==> config.mk <==
export PLATFORM = sky130hd
export DESIGN_NAME = seq_detector_prog_flat
export DESIGN_NICKNAME = d
export VERILOG_FILES = /design/src/rtl/seq_detector_prog_if.sv /design/src/rtl/seq_detector_prog.sv /design/src/flat_wrapper.sv
export SDC_FILE = /design/constraint.sdc
export NUM_CORES = 1
export LEC_CHECK = 0
export CAP_MARGIN = 30
export CORE_UTILIZATION = 40
export CTS_CLUSTER_DIAMETER = 80
export DETAILED_ROUTE_END_ITERATION = 10
export GPL_TIMING_DRIVEN = 0
export PLACE_DENSITY = 0.73
export SLEW_MARGIN = 5
export SYNTH_ARGS = -nofsm -noshare
export SYNTH_HDL_FRONTEND = slang
export SYNTH_SLANG_ARGS = --single-unit
==> constraint.sdc <==
create_clock -name clk -period 3.7 [get_ports clk]
set_clock_uncertainty 0.2 [all_clocks]
set_input_delay 0.37 -clock clk [delete_from_list [all_inputs] [get_ports clk]]
set_output_delay 0.37 -clock clk [all_outputs]
set_load 0.005 [all_outputs]
==> src/rtl/seq_detector_prog_if.sv <==
// Bus between a serial-stream source and the programmable pattern detector.
// The master modport drives the bit stream and configuration; the slave modport is the detector.
interface seq_detector_prog_if #(
    parameter int unsigned MAX_LEN = 8,
    parameter int unsigned CNT_W   = 16
);
    localparam int unsigned LEN_W = $clog2(MAX_LEN + 1);

    logic               x;
    logic               x_valid;
    logic               cfg_load;
    logic [MAX_LEN-1:0] cfg_pattern;
    logic [LEN_W-1:0]   cfg_len;
    logic               cfg_overlap;
    logic               y;
    logic [CNT_W-1:0]   match_count;
    logic               armed;

    modport master (
        output x, x_valid, cfg_load, cfg_pattern, cfg_len, cfg_overlap,
        input  y, match_count, armed
    );

    modport slave (
        input  x, x_valid, cfg_load, cfg_pattern, cfg_len, cfg_overlap,
        output y, match_count, armed
    );
endinterface

==> src/rtl/seq_detector_prog.sv <==
// Runtime-programmable Mealy serial pattern detector with input qualification,
// selectable overlap mode and a saturating match counter.
module seq_detector_prog #(
    parameter int unsigned        MAX_LEN       = 8,
    parameter int unsigned        CNT_W         = 16,
    parameter logic [MAX_LEN-1:0] RESET_PATTERN = 'b1011,
    parameter int unsigned        RESET_LEN     = 4,
    parameter bit                 RESET_OVERLAP = 1'b1
) (
    input logic               clk,
    input logic               reset,
    seq_detector_prog_if.slave bus
);
    localparam int unsigned LEN_W       = $clog2(MAX_LEN + 1);
    localparam int unsigned HIST_W      = MAX_LEN - 1;
    localparam bit          RESET_ARMED = (RESET_LEN != 0) && (RESET_LEN <= MAX_LEN);
    localparam logic [LEN_W-1:0] FILL_MAX = LEN_W'(MAX_LEN - 1);

    logic [MAX_LEN-1:0] pat_q;
    logic [LEN_W-1:0]   len_q;
    logic               ovl_q;
    logic               armed_q;
    logic [HIST_W-1:0]  hist_q;
    logic [LEN_W-1:0]   fill_q;
    logic [CNT_W-1:0]   cnt_q;

    logic [MAX_LEN-1:0] cand;
    logic [MAX_LEN-1:0] mask;
    logic               fill_ok;
    logic               pat_ok;
    logic               hit;

    always_comb begin
        cand = {hist_q, bus.x};
        mask = '0;
        for (int i = 0; i < MAX_LEN; i++) begin
            mask[i] = (LEN_W'(i) < len_q);
        end
        // Only meaningful when armed, so len_q >= 1 and the subtraction cannot wrap.
        fill_ok = (fill_q >= (len_q - LEN_W'(1)));
        pat_ok  = (((cand ^ pat_q) & mask) == '0);
        hit     = bus.x_valid & ~bus.cfg_load & ~reset & armed_q & fill_ok & pat_ok;
    end

    assign bus.y           = hit;
    assign bus.match_count = cnt_q;
    assign bus.armed       = armed_q;

    always_ff @(posedge clk) begin
        if (reset) begin
            pat_q   <= RESET_PATTERN;
            len_q   <= LEN_W'(RESET_LEN);
            ovl_q   <= RESET_OVERLAP;
            armed_q <= RESET_ARMED;
            hist_q  <= '0;
            fill_q  <= '0;
            cnt_q   <= '0;
        end else if (bus.cfg_load) begin
            pat_q   <= bus.cfg_pattern;
            len_q   <= bus.cfg_len;
            ovl_q   <= bus.cfg_overlap;
            armed_q <= (bus.cfg_len != '0) && (bus.cfg_len <= LEN_W'(MAX_LEN));
            hist_q  <= '0;
            fill_q  <= '0;
            cnt_q   <= '0;
        end else if (bus.x_valid) begin
            // Non-overlapping mode restarts from an empty history after every match.
            if (hit && !ovl_q) begin
                hist_q <= '0;
                fill_q <= '0;
            end else begin
                hist_q <= cand[HIST_W-1:0];
                if (fill_q != FILL_MAX) begin
                    fill_q <= fill_q + LEN_W'(1);
                end
            end
            if (hit && (cnt_q != '1)) begin
                cnt_q <= cnt_q + CNT_W'(1);
            end
        end
    end
endmodule

==> src/flat_wrapper.sv <==
// flat-port wrapper written by rule: the top's interface ports become plain ports
module seq_detector_prog_flat 
#(
    parameter int unsigned        MAX_LEN       = 8,
    parameter int unsigned        CNT_W         = 16,
    parameter logic [MAX_LEN-1:0] RESET_PATTERN = 'b1011,
    parameter int unsigned        RESET_LEN     = 4,
    parameter bit                 RESET_OVERLAP = 1'b1
)
  (clk, reset, bus_x, bus_x_valid, bus_cfg_load, bus_cfg_pattern, bus_cfg_len, bus_cfg_overlap, bus_y, bus_match_count, bus_armed);
  seq_detector_prog_if #(.MAX_LEN(MAX_LEN), .CNT_W(CNT_W)) bus_i ();
  input logic clk;
  input logic reset;
  input wire logic [$bits(bus_i.x)-1:0] bus_x;
  input wire logic [$bits(bus_i.x_valid)-1:0] bus_x_valid;
  input wire logic [$bits(bus_i.cfg_load)-1:0] bus_cfg_load;
  input wire logic [$bits(bus_i.cfg_pattern)-1:0] bus_cfg_pattern;
  input wire logic [$bits(bus_i.cfg_len)-1:0] bus_cfg_len;
  input wire logic [$bits(bus_i.cfg_overlap)-1:0] bus_cfg_overlap;
  output wire logic [$bits(bus_i.y)-1:0] bus_y;
  output wire logic [$bits(bus_i.match_count)-1:0] bus_match_count;
  output wire logic [$bits(bus_i.armed)-1:0] bus_armed;
  assign bus_i.x = bus_x;
  assign bus_i.x_valid = bus_x_valid;
  assign bus_i.cfg_load = bus_cfg_load;
  assign bus_i.cfg_pattern = bus_cfg_pattern;
  assign bus_i.cfg_len = bus_cfg_len;
  assign bus_i.cfg_overlap = bus_cfg_overlap;
  assign bus_y = bus_i.y;
  assign bus_match_count = bus_i.match_count;
  assign bus_armed = bus_i.armed;
  seq_detector_prog #(.MAX_LEN(MAX_LEN), .CNT_W(CNT_W), .RESET_PATTERN(RESET_PATTERN), .RESET_LEN(RESET_LEN), .RESET_OVERLAP(RESET_OVERLAP)) u_core (.clk(clk), .reset(reset), .bus(bus_i));
endmodule
==> impl_metrics.ini <==
[timing]
period_needed_ns = 3.54
rsz0062_at_grt = false
timing.final.crit_share_pct = 95.8
setup_violations = 0
fin_ws_ns = 0.155
relSlewSlack_pct = 54.7
fmax_mhz = 282
holdWs_ns = 0.180
hold_violations = 0
tns_ns = 0
maxSlewViolCount = 0
worst_pin_slew_ns = 0.679

[routing]
avgViaCountPerCell = 5.39
detail-route-antenna-nets = 0
dr.pass1.iters = 4
num_vias = 1832
avgRoutedWirePerCell_um = 13.9
drt-total-wl_um = 4730
route.detailed.drc = 0
drtIter0Drc = 130

[grt]
use_met1_pct = 24.4
busiest_layer = met2
grtUsageMet3_pct = 3.61
grt_pass1_vias = 1751
grtUsageMet2_pct = 32.1
grt_antenna_before_repair = 0
track_usage_pct = 19.3
grt-ovfl-total = 0
grt_pass1_wl_um = 8110
grt_max_degree = 12

[final_layout]
antenna_cells = 0
stdcell_area_um2 = 2660
layout.nets = 296
drive_gt1_share_pct = 9.63
syn_to_final_growth_pct = 24.5
finish.utilization_pct = 52.0
fin_cells = 340
fillers = 498

[synth]
syn_nets = 255
synth_commonest_cells = dfxtp_1 (41), a21oi_1 (16), mux2i_1 (14)
synth-main-ff-cell = dfxtp_1
yosysUniqueCellTypes = 49
synth_area_leader_cell = dfxtp_1
synth_most_common_cell = dfxtp_1
avgSynthCellArea_um2 = 9.36
syn_area_um2 = 2130
ys_ff_latch = 41
synthCells = 228
synth_edf_count = 0
yosys.area.top_type_share_pct = 38.5
ys_warn_count = 0
synth_area_leaders = dfxtp_1 (38%), mux2i_1 (6.6%), ha_1 (5.3%)
synthArstFlopShare_pct = 0
ys_seq_area_share_pct = 38.5

[setup_path]
max_stage_delay_ns = 0.51
cp-end-kind = output pin
startpoint_type = flop
cp_max_fo = 10
path_cells = inv_1, ha_2, xnor2_1, ha_2, o21a_1, nor2_1, a211oi_2, nand3_2, buf_6, buf_2, inv_1, clkdlybuf4s50_1
crit_family = buffers and inverters
worstPathRequired_ns = 3.13
critical_path_class = flop to output pin
crit_slowest_cell = clkdlybuf4s50_1
worstPathArrival_ns = 2.97
crit_buf_inv = 5

[die]
chipHeight_um = 75.0
dieArea_um2 = 5630
core_um2 = 5110
ios = 36
start_util_pct = 41.8
rows = 26
die_width_um = 75.0

[placed_design]
place_area_um2 = 2550
dpl_worst_slack_ns = 0.270
placed_cells = 331
dp.final_hpwl_um = 3370
routabilityCongestion = 0.811
numPortBuffers = 33

[outcome]
status = finished clean

[clocking]
clock_latency_ns = 0.30
cts_tree = done
cts-buffers-inserted = 5
clk_pin_slew_ns = 0.07
cts_root_buffer = clkbuf_8
clkSinkCount = 41
cts_max_level = 2
clockBufferDepth = 2

[run]
maxCapViolations = 0

[power]
leakage_nw = 0.983
power.density_nw_per_um2 = 321
p_total_mw = 0.852
vdd_drop_max_uv = 219

[worst_hold_path]
hold_class = input pin to flop
layout by cell type (no fill, tap or decap), drive strengths merged, types with 2 or more instances in the layout:
cell	count
clkdlybuf4s50	33
nand3	11
and3	4
a22o	8
inv	9
nand4	5
o21ai	6
xnor2	11
nand2	13
nor2	13
a21oi	16
ha	9
and4	2
a41oi	2
nor3	5
mux2i	14
buf	7
dfxtp	41
clkbuf	17
o31ai	6
or4	8
o211ai	5
or3	4
and2	3
area by class of cell:
cell class	count	area, µm²	share of cell area [%]
plain buffers	15	83.8	3.16
clock buffers	8	80.1	3.02
flip-flops and latches	41	826	31.1
repair buffers	34	338	12.7
multi-input cells	163	1210	45.4
inverters	9	33.8	1.27
well taps	70	87.6	3.30
tightest hold or removal path, stage by stage:
cell and delay [ns]:
buf_6 0.12, mux2i_1 0.08, nor2_1 0.07
power by group:
group | total, mW | switching [mW] | internal, mW
combinational | 0.105 | 0.0521 | 0.0531
sequential | 0.460 | 0.00893 | 0.451
clock | 0.287 | 0.153 | 0.134
metal layers:
metal / wire (µm) / share of wire [%]
met2: 2270 / 48
met4: 81 / 1.7
met3: 188 / 4.0
met5: 0 / 0
met1: 2190 / 46
path summary, 6_finish.rpt:
path | from | end | slack [ns] | cells past startpoint
worst max-delay path | u_core.len_q[0] | bus_y | 0.16 | 12
worst min-delay path | bus_cfg_load | u_core.pat_q[5] | 0.18 | 3
worst max register to register | u_core.len_q[0] | u_core.bus.match_count[2] | 0.82 | 12
worst min register to register | u_core.bus.match_count[13] | u_core.bus.match_count[13] | 0.29 | 2
logic make-up after synthesis:
logic type,synth area share [%]
flip-flops,38.5
adder cells (fa/ha/maj),5.28
AO/OA/AOI/OAI,17.6
XOR/XNOR,5.28
buffers and inverters,5.51
AND/OR/NAND/NOR,21.3
multiplexers,6.57
timing repair:
| action | CTS | global route |
|---|---|---|
| buffers inserted | 0 | 1 |
| gates resized for setup | 1 | 6 |
| endpoints found under the setup margin | 1 | 1 |
| pin swaps | 0 | 2 |
| hold buffers | 0 | 0 |
state kept, by name (all words and copies together), names as in the netlist:
register                count
u_core.fill_q               4
u_core.pat_q                8
u_core.bus.armed            1
u_core.hist_q               7
u_core.ovl_q                1
u_core.len_q                4
u_core.bus.match_count     16
No activity file was read; power rests on OpenSTA's default activity.
